$ cat config.mk
export PLATFORM = sky130hd
export DESIGN_NAME = bm_sfifo_wr_arb
export DESIGN_NICKNAME = d
export VERILOG_FILES = /design/src/rtl/bm_sfifo_wr_arb.sv
export SDC_FILE = /design/constraint.sdc
export NUM_CORES = 1
export LEC_CHECK = 0
export CAP_MARGIN = 20
export CORE_MARGIN = 3
export CORE_UTILIZATION = 42
export CTS_BUF_LIST = sky130_fd_sc_hd__clkbuf_2 sky130_fd_sc_hd__clkbuf_4 sky130_fd_sc_hd__clkbuf_8
export DETAILED_ROUTE_END_ITERATION = 12
export GPL_ROUTABILITY_DRIVEN = 0
export PLACE_DENSITY = 0.88
export SLEW_MARGIN = 10
export SYNTH_ARGS = -nofsm -noshare
export SYNTH_HDL_FRONTEND = slang
export SYNTH_SLANG_ARGS = --single-unit
$ cat constraint.sdc
create_clock -name clock -period 1.55 [get_ports clock]
set_clock_uncertainty 0.05 [all_clocks]
set_input_delay 0.2325 -clock clock [delete_from_list [all_inputs] [get_ports clock]]
set_output_delay 0.2325 -clock clock [all_outputs]
set_load 0.01 [all_outputs]
$ cat src/rtl/bm_sfifo_wr_arb.sv
// bm_sfifo_wr_arb: two-requester write arbiter in front of one shared synchronous FIFO.
// Latency: a request seen in IDLE gets its first ack one cycle later. Owner handover costs no idle cycle.
// Backpressure: fifo_full stalls the current owner. Ownership and the burst count are frozen until the FIFO drains.
//
// Ports:
//   clock, reset_n      single clock; asynchronous active-low reset
//   req_a/data_a/ack_a  requester A. ack_a is high in the cycle A's word is written.
//   req_b/data_b/ack_b  requester B. ack_b is high in the cycle B's word is written.
//   fifo_full           full flag from the shared FIFO
//   fifo_write_n        active-low FIFO write strobe
//   fifo_data           FIFO write data: the owner's data, or zero when idle
//   busy                high while some requester owns the FIFO
//   cnt_a, cnt_b        saturating 8-bit write counters. They exist only when SFIFO_ARB_STATS_EN is defined.
//
// Build option: define SFIFO_ARB_STATS_EN to add the cnt_a/cnt_b statistics outputs.
module bm_sfifo_wr_arb #(
  parameter int WIDTH     = 8,
  parameter int BURST_MAX = 4   // legal range 1..15
) (
  input  logic             clock,
  input  logic             reset_n,
  input  logic             req_a,
  input  logic [WIDTH-1:0] data_a,
  output logic             ack_a,
  input  logic             req_b,
  input  logic [WIDTH-1:0] data_b,
  output logic             ack_b,
  input  logic             fifo_full,
  output logic             fifo_write_n,
  output logic [WIDTH-1:0] fifo_data,
  output logic             busy
`ifdef SFIFO_ARB_STATS_EN
  ,
  output logic [7:0]       cnt_a,
  output logic [7:0]       cnt_b
`endif
);

  typedef enum logic [1:0] {
    ST_IDLE  = 2'd0,
    ST_OWN_A = 2'd1,
    ST_OWN_B = 2'd2
  } state_t;

  // The last_owner encoding. It is reset to B so that A wins the first tie.
  localparam logic OWNER_A = 1'b0;
  localparam logic OWNER_B = 1'b1;

  // The burst ends on the ack that is taken while the count holds this value.
  localparam logic [3:0] LP_BURST_LAST = 4'(BURST_MAX - 1);

  state_t     r_state;
  logic [3:0] r_burst_cnt;
  logic       r_last_owner;

  state_t     w_next_state;
  logic [3:0] w_next_cnt;
  logic       w_next_last;
  logic       w_burst_end;

  // The acks depend only on state and live inputs. Reset drives the state to IDLE
  // asynchronously, so both acks fall in the same cycle that reset is asserted.
  assign ack_a        = (r_state == ST_OWN_A) && req_a && !fifo_full;
  assign ack_b        = (r_state == ST_OWN_B) && req_b && !fifo_full;
  assign fifo_write_n = !(ack_a || ack_b);
  assign busy         = (r_state != ST_IDLE);
  assign w_burst_end  = (r_burst_cnt == LP_BURST_LAST);

  always_comb begin
    fifo_data = '0;
    case (r_state)
      ST_OWN_A: fifo_data = data_a;
      ST_OWN_B: fifo_data = data_b;
      default:  fifo_data = '0;
    endcase
  end

  // Next-state logic.
  // When the FIFO is full and the owner keeps its request high, no branch below changes
  // anything. Ownership and the count therefore hold for as long as the stall lasts.
  always_comb begin
    w_next_state = r_state;
    w_next_cnt   = r_burst_cnt;
    w_next_last  = r_last_owner;
    case (r_state)
      ST_IDLE: begin
        w_next_cnt = '0;
        if (req_a && req_b) begin
          w_next_state = (r_last_owner == OWNER_B) ? ST_OWN_A : ST_OWN_B;
        end else if (req_a) begin
          w_next_state = ST_OWN_A;
        end else if (req_b) begin
          w_next_state = ST_OWN_B;
        end
      end

      ST_OWN_A: begin
        if (!req_a) begin
          // The owner has withdrawn. Hand over directly if B is waiting.
          w_next_cnt   = '0;
          w_next_last  = OWNER_A;
          w_next_state = req_b ? ST_OWN_B : ST_IDLE;
        end else if (ack_a) begin
          if (w_burst_end) begin
            w_next_cnt = '0;
            if (req_b) begin
              w_next_state = ST_OWN_B;
              w_next_last  = OWNER_A;
            end
            // With B idle, A keeps the FIFO and starts a fresh burst.
          end else begin
            w_next_cnt = r_burst_cnt + 4'd1;
          end
        end
      end

      ST_OWN_B: begin
        if (!req_b) begin
          w_next_cnt   = '0;
          w_next_last  = OWNER_B;
          w_next_state = req_a ? ST_OWN_A : ST_IDLE;
        end else if (ack_b) begin
          if (w_burst_end) begin
            w_next_cnt = '0;
            if (req_a) begin
              w_next_state = ST_OWN_A;
              w_next_last  = OWNER_B;
            end
          end else begin
            w_next_cnt = r_burst_cnt + 4'd1;
          end
        end
      end

      default: begin
        w_next_state = ST_IDLE;
        w_next_cnt   = '0;
      end
    endcase
  end

  always_ff @(posedge clock or negedge reset_n) begin
    if (!reset_n) begin
      r_state      <= ST_IDLE;
      r_burst_cnt  <= '0;
      r_last_owner <= OWNER_B;
    end else begin
      r_state      <= w_next_state;
      r_burst_cnt  <= w_next_cnt;
      r_last_owner <= w_next_last;
    end
  end

`ifdef SFIFO_ARB_STATS_EN
  logic [7:0] r_cnt_a;
  logic [7:0] r_cnt_b;

  // Each counter saturates at 255 and never wraps.
  always_ff @(posedge clock or negedge reset_n) begin
    if (!reset_n) begin
      r_cnt_a <= '0;
      r_cnt_b <= '0;
    end else begin
      if (ack_a && (r_cnt_a != 8'hFF)) r_cnt_a <= r_cnt_a + 8'd1;
      if (ack_b && (r_cnt_b != 8'hFF)) r_cnt_b <= r_cnt_b + 8'd1;
    end
  end

  assign cnt_a = r_cnt_a;
  assign cnt_b = r_cnt_b;
`endif

endmodule

==> results of run 1 <==
-- routing by layer --
layer | GRT usage [%] | up-vias
met5 | 0 | -
li1 | - | 400
met2 | 46.1 | 63
met3 | 8.05 | 12
met4 | 19.9 | 0
met1 | 24.5 | 423
-- where the power goes --
part,leakage [nW],switching (mW),total [mW],internal (mW)
Sequential,0.0915,0.0559,0.292,0.236
Combinational,0.501,0.809,1.79,0.979
Clock,0.0184,0.0598,0.175,0.115
Total,0.611,0.925,2.26,1.33
-- sequential cells by signal, summed over array words and instances (netlist names) --
register	count
r_burst_cnt	4
r_state	2
r_last_owner	1
-- cell usage in the layout (no fill, tap or decap), types with 3 or more instances in the layout --
master	n
inv_1	3
nor2b_1	10
a22oi_2	7
dfrtp_1	6
clkbuf_4	4
ha_4	3
a21oi_1	5
clkdlybuf4s50_1	20
buf_6	12
buf_2	10
nor2_2	4
buf_4	10
nor2_1	5
nand2_1	3
-- worst max-delay path: cells and delay by family (launching register included) --
kind / cells / cell delay, ps
buffers and inverters: 4 / 510
AOI/OAI and AO/OA: 1 / 60
and+or+nand+nor: 1 / 160
DFF: 1 / 400
adders and majority gates: 1 / 160
-- final cells by class --
class / instances / share of cell area [%]
inverter: 5 / 1.38
multi-input combinational: 66 / 45.3
clock buffer: 4 / 2.20
tap: 16 / 1.47
timing repair buffer: 55 / 36.7
sequential: 7 / 12.9
-- worst min path at each step --
stage	end	slack, ps	cells after the start
5_1_grt	r_burst_cnt[2]$_DFFE_PN0P_	170	1
6_report	r_burst_cnt[2]$_DFFE_PN0P_	180	1
3_5_place_dp	r_burst_cnt[2]$_DFFE_PN0P_	450	1
2_1_floorplan	r_burst_cnt[0]$_DFFE_PN0P_	-110	0
3_3_place_gp	r_burst_cnt[2]$_DFFE_PN0P_	440	1
4_1_cts	r_burst_cnt[2]$_DFFE_PN0P_	180	1
-- through the flow --
step	TNS, ps	hold slack, ps	cell area, µm²
after floorplan	0	-113	708
after global placement	-4160	440	1130
after detailed placement	-4460	447	1130
after CTS	-1630	176	1290
after global routing	-3170	175	1360
final	-2210	179	1360
-- kinds of logic (layout without fill, tap and decap cells) --
group                    after synthesis  count (layout)  synth area share, %
multiplexers                           2               2                 3.00
flip-flops                             7               7                 24.9
adder cells (fa/ha/maj)                5               5                 8.83
AO/OA/AOI/OAI                         27              27                 30.6
AND/OR/NAND/NOR                       32              32                 24.4
buffers and inverters                 11              64                 8.30
-- timing repair --
item	in CTS	in global routing
gates resized for setup	73	22
setup buffers	11	0
pin swaps	10	17
endpoints found under the setup margin	14	19
==> run summary, run 1 <==
status: finished, violations left
Setup WS post-layout: -263 ps
Worst path max stage delay: 400 ps
static leakage: 0.611 nW
critical path required time: 1270 ps
Via-to-Cell Ratio: 5.87
Critical Path, Cell by Cell: inv_2, buf_6, ha_4, buf_8, a22oi_2, nor2b_1, buf_2
1st-pass router iterations: 4
startpoint class of the critical path: flip-flop
Final Util: 88.4%
Die Height: 47.1 µm
fmax: 0.551 GHz
I/O Buffers: 32
flop2flop setup slack: -70 ps
Cell Rows: 14
Max VDD drop: 1.39 mV
# nets final: 164
initial antenna violation count: 0
vias in the first global route: 875
worst skew pair latency: 250 ps
Layout area overhead: 92.4%
Synth area leader: dfrtp_1
Inserted Clock Buffers: 3
Seq/Total Area, Yosys: 24.9%
fin crit share: 117%
final wirelength: 2990 µm
placed cells: 140
Yosys top cell area share: 21.2%
CTS root buf: clkbuf_4
total global-route track usage: 26.0%
pwr/cell area: 1660 nW/µm²
share of cells above drive strength 1: 49.6%
Synth Flop Type: dfrtp_1
worst slack, placed: -378 ps
Antenna diodes: 0
Pwr Total: 2.26 mW
first-pass GRT wire length: 3890 µm
Routed WL per cell: 19.5 µm
Commonest cells post-synth: nor2b_1, a22oi_1, nor2_1, a21oi_1, dfrtp_1
iteration-0 DRC count of the detailed router: 15
CP max stage cell: dfrtp_1
Slew headroom: 80.3%
met2 WL: 1510 µm
crit path time final: 1810 ps
top routing layer in use: met4
Slew Limit Fails: 0
CTS Buffer Depth: 2
Chip Width: 47.1 µm
Critical Path Sink Type: output port
final hold vios: 0
# IOs: 33
total clock sinks: 7
DPL Wire Length: 1700 µm
critical path endpoint: fifo_data[5]
worst hold path class: in -> async
RR Endpoint: r_state[0]$_DFFE_PN0P_
Distinct cells, synth: 33
fillers: 71
# H-tree levels: 1
critical path launch point: r_state[1]$_DFFE_PN0P_
core footprint: 1540 µm²
EDFF count, synth: 0
DRT antenna net count: 0
CTS tree: built
Reg area: 176 µm²
Least-Margin Pin Slew: 295 ps
largest net degree at the start of global routing: 11
met1 WL: 987 µm
Yosys warning total: 0
Crit Path Class: reg -> out
Area contributors post-synth: dfrtp_1, ha_1, nor2b_1
RSZ-0062 raised after global routing: true
setup violators final: 15
Die Footprint: 2210 µm²
cell with the most instances after synthesis: nor2b_1
CTS clk-pin slew, worst paths: 50 ps
worst r2r src: r_state[1]$_DFFE_PN0P_
Mapped Area: 708 µm²
R2R depth: 8
vias post-DR: 898
Synth Register Bits: 7
failing checks: setup timing
MaxCap Viol Count: 0
Post-CTS Hold Fix Bufs: 0
Syn Area/Cell: 8.43 µm²
Synthesized Nets: 110
post-route insts no fill: 153
grt ovf: 0
Critical Path Fanout Max: 8
Worst EP arrival: 1530 ps
multi-input logic area: 617 µm²
Initial Util: 45.9%
DR DRC count: 0
Cells after Synth: 84
asr flop ratio synth: 100%
metal3 WL: 368 µm
(Power assumes the default switching activity.)
==> inputs of run 2 (changes only) <==
--- a/config.mk
+++ b/config.mk
@@ -10,7 +10,6 @@
 export CORE_UTILIZATION = 42
 export CTS_BUF_LIST = sky130_fd_sc_hd__clkbuf_2 sky130_fd_sc_hd__clkbuf_4 sky130_fd_sc_hd__clkbuf_8
 export DETAILED_ROUTE_END_ITERATION = 12
-export GPL_ROUTABILITY_DRIVEN = 0
 export PLACE_DENSITY = 0.88
 export SLEW_MARGIN = 10
 export SYNTH_ARGS = -nofsm -noshare
==> constraint.sdc (replaced) <==
create_clock -name clock -period 1.55 [get_ports clock]
set_clock_uncertainty 0.05 [all_clocks]
set_input_delay 0.31 -clock clock [delete_from_list [all_inputs] [get_ports clock]]
set_output_delay 0.31 -clock clock [all_outputs]
set_load 0.01 [all_outputs]
==> run 2 against run 1 <==
Effect of this change: the flow still finishes with violations (setup timing); sequential share of layout area is 0.25 points higher; count of clock-buffer cells in the layout stayed put; combinational power hardly changed; largest cell class unchanged; final cell count is 1.3% lower; wire length is 4.3% lower; via count is 3.9% lower; clock power hardly changed; register-to-register slack hardly changed.
==> run summary, run 2 (same netlist as run 1, synthesis figures left out) <==
Antenna diodes: 0 (unchanged)
I/O Buffers: 32 (unchanged)
critical path required time: 1190 ps (was 1270 ps)
CP most frequent cell: buf_6
failing checks: setup timing (unchanged)
status: finished, violations left (unchanged)
# H-tree levels: 1 (unchanged)
grt ovf: 0 (unchanged)
Chip Width: 47.1 µm (unchanged)
Cell Rows: 14 (unchanged)
Inserted Clock Buffers: 3 (unchanged)
Critical Path Sink Type: output port (unchanged)
P_sw: 885 µW (was 925 µW)
Via-to-Cell Ratio: 5.72 (was 5.87)
fin crit share: 120% (was 117%)
total global-route track usage: 27.3% (was 26.0%)
startpoint class of the critical path: flip-flop (unchanged)
Int Pwr: 1.36 mW (was 1.33 mW)
MaxCap Viol Count: 0 (unchanged)
Biggest register: r_burst_cnt (unchanged)
Pwr Total: 2.25 mW (was 2.26 mW)
Sw Ratio: 39.3% (was 41.0%)
Critical Path Fanout Max: 6 (was 8)
RSZ-0062 raised after global routing: true (unchanged)
Die Height: 47.1 µm (unchanged)
final wirelength: 2860 µm (was 2990 µm)
Routed WL per cell: 18.9 µm (was 19.5 µm)
worst slack, placed: -543 ps (was -378 ps)
Crit Path Class: reg -> out (unchanged)
multi-input logic area: 593 µm² (was 617 µm²)
DPL Wire Length: 1580 µm (was 1700 µm)
gp weighted congestion: 0.793
CP Buf/Inv Count: 3 (was 4)
Reg area: 176 µm² (unchanged)
core footprint: 1540 µm² (unchanged)
Clock Power Share: 7.9% (was 7.8%)
Max VDD drop: 1.72 mV (was 1.39 mV)
Die Footprint: 2210 µm² (unchanged)
Initial Util: 45.9% (unchanged)
Seq pwr share: 12.3% (was 12.9%)
first-pass GRT wire length: 4090 µm (was 3890 µm)
fillers: 77 (was 71)
Layout area overhead: 88.7% (was 92.4%)
1st-pass router iterations: 4 (unchanged)
most frequent cells in the layout: clkdlybuf4s50_1, buf_6, nor2b_2, buf_2 (was clkdlybuf4s50_1, buf_6, nor2b_1, buf_2, buf_4)
Critical Path, Cell by Cell: buf_6, ha_4, buf_6, a22oi_2, nor2b_2, buf_2 (was inv_2, buf_6, ha_4, buf_8, a22oi_2, nor2b_1, buf_2)
vias in the first global route: 893 (was 875)
total clock sinks: 7 (unchanged)
most common cell after layout, fill and taps aside: clkdlybuf4s50_1 (unchanged)
largest net degree at the start of global routing: 10 (was 11)
Min Hold Slack: 259 ps (was 179 ps)
Least-Margin Pin Slew: 287 ps (was 295 ps)
CTS Buffer Depth: 2 (unchanged)
share of cells above drive strength 1: 53.3% (was 49.6%)
# IOs: 33 (unchanged)
setup violators final: 13 (was 15)
vias post-DR: 863 (was 898)
CTS root buf: clkbuf_4 (unchanged)
Setup WS post-layout: -316 ps (was -263 ps)
CTS clk-pin slew, worst paths: 50 ps (about the same)
crit path time final: 1870 ps (was 1810 ps)
biggest registers after layout: r_burst_cnt x4, r_state x2, r_last_owner x1 (unchanged)
Slew headroom: 80.8% (was 80.3%)
# nets final: 162 (was 164)
worst skew pair latency: 250 ps (about the same)
Post-DP Area: 1130 µm² (unchanged)
max reg flops: 4 (unchanged)
static leakage: 0.611 nW (about the same)
CTS tree: built (unchanged)
Post-CTS Hold Fix Bufs: 0 (unchanged)
fmax: 0.536 GHz (was 0.551 GHz)
CP max stage cell: dfrtp_1 (unchanged)
pwr/cell area: 1680 nW/µm² (was 1660 nW/µm²)
DRT antenna net count: 0 (unchanged)
Final Cell Area: 1340 µm² (was 1360 µm²)
Worst path max stage delay: 400 ps (about the same)
worst hold path class: in -> async (unchanged)
Worst EP arrival: 1510 ps (was 1530 ps)
iteration-0 DRC count of the detailed router: 13 (was 15)
initial antenna violation count: 0 (unchanged)
Logic pwr share: 79.9% (was 79.3%)
family with the most delay on the worst path: buffers and inverters (unchanged)
Slew Limit Fails: 0 (unchanged)
final hold vios: 0 (unchanged)
DR DRC count: 0 (unchanged)
==> run 2: cell types whose count changed in the layout (fill, tap and decap cells not counted), sizes merged <==
cell           delta
buf               -1
clkdlybuf4s50     -2
dlymetal6s2s      +2
clkbuf            -1
==> run 2: metrics by stage <==
step / instances / TNS [ps] / utilization, %
4_1_cts: 151 / -2820 / 84.5
5_1_grt: 151 / -3810 / 86.7
2_1_floorplan: 84 / 0 / -
3_5_place_dp: 139 / -5630 / 73.1
3_3_place_gp: 139 / -5130 / 73.1
6_report: 151 / -2960 / 86.7
==> run 2: what timing repair did <==
item                       4_1_cts  5_1_grt
gates resized for setup         81       12
cloned                           0        0
pin swaps                       13       12
setup endpoints to repair       14       19
setup buffers                    9        2
==> run 2: power by group through the flow <==
stage	logic (mW)	clock network [mW]	registers (mW)
CTS	1.65	0.187	0.271
global route	1.90	0.202	0.284
finish	1.80	0.178	0.276
global placement	1.18	0	0.271
detailed placement	1.22	0	0.272
floorplan	0.684	0	0.270
==> run 2: final timing paths <==
check	startpoint	endpoint	slack, ps	cells past startpoint
setup / recovery	r_state[1]$_DFFE_PN0P_	fifo_data[2]	-320	6
hold / removal	reset_n	r_state[1]$_DFFE_PN0P_	260	1
setup reg to reg	r_state[1]$_DFFE_PN0P_	r_burst_cnt[1]$_DFFE_PN0P_	-80	9
hold reg to reg	r_burst_cnt[0]$_DFFE_PN0P_	r_burst_cnt[0]$_DFFE_PN0P_	530	2
max in group asynchronous	reset_n	r_last_owner$_DFFE_PN1P_	920	1
min in group clock	fifo_full	r_burst_cnt[0]$_DFFE_PN0P_	510	4
==> run 2: cell type report <==
| cell class | count | share of cell area, % |
|---|---|---|
| Inverter | 5 | 1.40 |
| Clock buffer | 4 | 2.25 |
| Sequential cell | 7 | 13.2 |
| Tap cell | 16 | 1.50 |
| Timing Repair Buffer | 53 | 37.3 |
| Multi-Input combinational cell | 66 | 44.4 |
==> run 2: per-layer routing <==
metal | share of wire (%) | GRT usage [%] | vias up | wire length (µm)
met5 | 0 | 0 | - | 0
met3 | 8.7 | 5.36 | 16 | 250
met4 | 5.1 | 18.8 | 0 | 146
met1 | 37 | 28.6 | 407 | 1070
met2 | 49 | 48.5 | 43 | 1390
li1 | - | - | 397 | -
==> inputs of run 3 (changes only) <==
--- a/config.mk
+++ b/config.mk
@@ -15,3 +15,4 @@
 export SYNTH_ARGS = -nofsm -noshare
 export SYNTH_HDL_FRONTEND = slang
 export SYNTH_SLANG_ARGS = --single-unit
+export TNS_END_PERCENT = 20
==> run 3 against run 2 <==
Effect of this change: combinational power down 15%; core utilization down 3.3 points; count of clock-buffer cells in the layout unchanged; clock power down 3%; power down 12%; the flow still finishes with violations (setup timing); sequential share of layout area up 0.53 points; largest cell class unchanged; sequential power up 1%; highest routed layer unchanged.
==> run summary, run 3 (same netlist as run 1, synthesis figures left out) <==
Layout area overhead: 81.4% (was 88.7%)
Via-to-Cell Ratio: 5.59 (was 5.72)
startpoint class of the critical path: flip-flop (unchanged)
max reg flops: 4 (unchanged)
worst skew pair latency: 240 ps (was 250 ps)
grt ovf: 0 (unchanged)
initial antenna violation count: 0 (unchanged)
crit path time final: 1830 ps (was 1870 ps)
Clock Power Share: 8.7% (was 7.9%)
MaxCap Viol Count: 0 (unchanged)
vias in the first global route: 831 (was 893)
Die Height: 47.1 µm (unchanged)
Chip Width: 47.1 µm (unchanged)
Setup WS post-layout: -277 ps (was -316 ps)
CTS root buf: clkbuf_4 (unchanged)
fin crit share: 118% (was 120%)
Sw Ratio: 38.9% (was 39.3%)
most common cell after layout, fill and taps aside: clkdlybuf4s50_1 (unchanged)
total global-route track usage: 21.6% (was 27.3%)
failing checks: setup timing (unchanged)
Final TNS setup: -2750 ps (was -2960 ps)
fmax: 0.547 GHz (was 0.536 GHz)
P_sw: 772 µW (was 885 µW)
Worst EP arrival: 1470 ps (was 1510 ps)
critical path required time: 1190 ps (about the same)
gp weighted congestion: 0.845 (was 0.793)
Initial Util: 45.9% (unchanged)
Int Pwr: 1.21 mW (was 1.36 mW)
Die Footprint: 2210 µm² (unchanged)
DPL Wire Length: 1650 µm (was 1580 µm)
# nets final: 160 (was 162)
Slew Limit Fails: 0 (unchanged)
worst hold path class: in -> async (unchanged)
worst r2r src: r_state[1]$_DFFE_PN0P_ (unchanged)
Biggest register: r_burst_cnt (unchanged)
biggest registers after layout: r_burst_cnt x4, r_state x2, r_last_owner x1 (unchanged)
total clock sinks: 7 (unchanged)
RSZ-0062 raised after global routing: true (unchanged)
pwr/cell area: 1550 nW/µm² (was 1680 nW/µm²)
final hold vios: 0 (unchanged)
share of cells above drive strength 1: 44.4% (was 53.3%)
vias post-DR: 833 (was 863)
critical path launch point: r_state[0]$_DFFE_PN0P_ (was r_state[1]$_DFFE_PN0P_)
Crit Path Class: reg -> out (unchanged)
CTS clk-pin slew, worst paths: 50 ps (about the same)
CTS tree: built (unchanged)
CTS Buffer Depth: 2 (unchanged)
DR DRC count: 0 (unchanged)
1st-pass router iterations: 5 (was 4)
first-pass GRT wire length: 3440 µm (was 4090 µm)
Max VDD drop: 1.37 mV (was 1.72 mV)
Antenna diodes: 0 (unchanged)
Pwr Total: 1.99 mW (was 2.25 mW)
Final Util: 83.4% (was 86.7%)
static leakage: 0.579 nW (was 0.611 nW)
core footprint: 1540 µm² (unchanged)
DRT antenna net count: 0 (unchanged)
R2R depth: 7 (was 9)
Routed WL per cell: 15.1 µm (was 18.9 µm)
largest net degree at the start of global routing: 11 (was 10)
Seq pwr share: 14.1% (was 12.3%)
final wirelength: 2250 µm (was 2860 µm)
I/O Buffers: 32 (unchanged)
# H-tree levels: 1 (unchanged)
Slew headroom: 79.0% (was 80.8%)
Inserted Clock Buffers: 3 (unchanged)
iteration-0 DRC count of the detailed router: 21 (was 13)
status: finished, violations left (unchanged)
Critical Path Fanout Max: 3 (was 6)
setup violators final: 13 (unchanged)
Cell Rows: 14 (unchanged)
# IOs: 33 (unchanged)
most frequent cells in the layout: clkdlybuf4s50_1, buf_2, buf_4 (was clkdlybuf4s50_1, buf_6, nor2b_2, buf_2)
Logic pwr share: 77.3% (was 79.9%)
fillers: 88 (was 77)
Critical Path Sink Type: output port (unchanged)
Least-Margin Pin Slew: 311 ps (was 287 ps)
## run 3: stage by stage
stage                     hold slack, ps  cell area, µm²  std cells  worst slack, ps
after floorplan                    -35.6             711         84            -8.46
after global placement               485            1130        140             -499
after detailed placement             497            1130        140             -500
after CTS                            254            1210        147             -274
after global routing                 257            1280        149             -326
final                                259            1280        149             -277
## run 3: power by group through the flow
stage	logic (mW)	registers [mW]	clock network, mW
floorplan	0.644	0.270	0
global placement	1.18	0.272	0
detailed placement	1.21	0.272	0
CTS	1.35	0.271	0.181
global route	1.65	0.285	0.185
finish	1.53	0.280	0.172
## run 3: final timing paths
kind / to / slack [ps]
setup / recovery: fifo_write_n / -280
hold / removal: r_burst_cnt[3]$_DFFE_PN0P_ / 260
max in group asynchronous: r_last_owner$_DFFE_PN1P_ / 920
hold reg to reg: r_burst_cnt[1]$_DFFE_PN0P_ / 510
min in group clock: r_burst_cnt[1]$_DFFE_PN0P_ / 510
setup reg to reg: r_state[0]$_DFFE_PN0P_ / -60
## run 3: routing by layer
metal / GRT usage, % / share of wire (%) / vias up
met5: 0 / 0 / -
met4: 8.84 / 0.71 / 0
met3: 3.45 / 10 / 2
met2: 40.9 / 50 / 37
met1: 23.4 / 39 / 401
li1: - / - / 393
## run 3: worst max-delay path, cell delays in order, from the launching register on
cell and delay, ps:
dfrtp_1 410, buf_6 140, ha_4 160, buf_4 140, a22oi_4 140, or2_4 150
buf_6 90
## run 3: what timing repair did
item | in CTS | in global routing
hold buffers | 0 | 0
setup endpoints to repair | 14 | 16
setup buffers | 3 | 1
pin swaps | 1 | 2
resized for setup | 64 | 15
gates cloned | 0 | 1
## run 3: cell type report
cell class | count | area (µm²) | area share, %
multi-input cells | 66 | 563 | 43.8
clock buffers | 4 | 30.0 | 2.34
inverters | 5 | 21.3 | 1.66
well taps | 16 | 20.0 | 1.56
repair buffers | 51 | 474 | 36.9
flip-flops and latches | 7 | 176 | 13.7
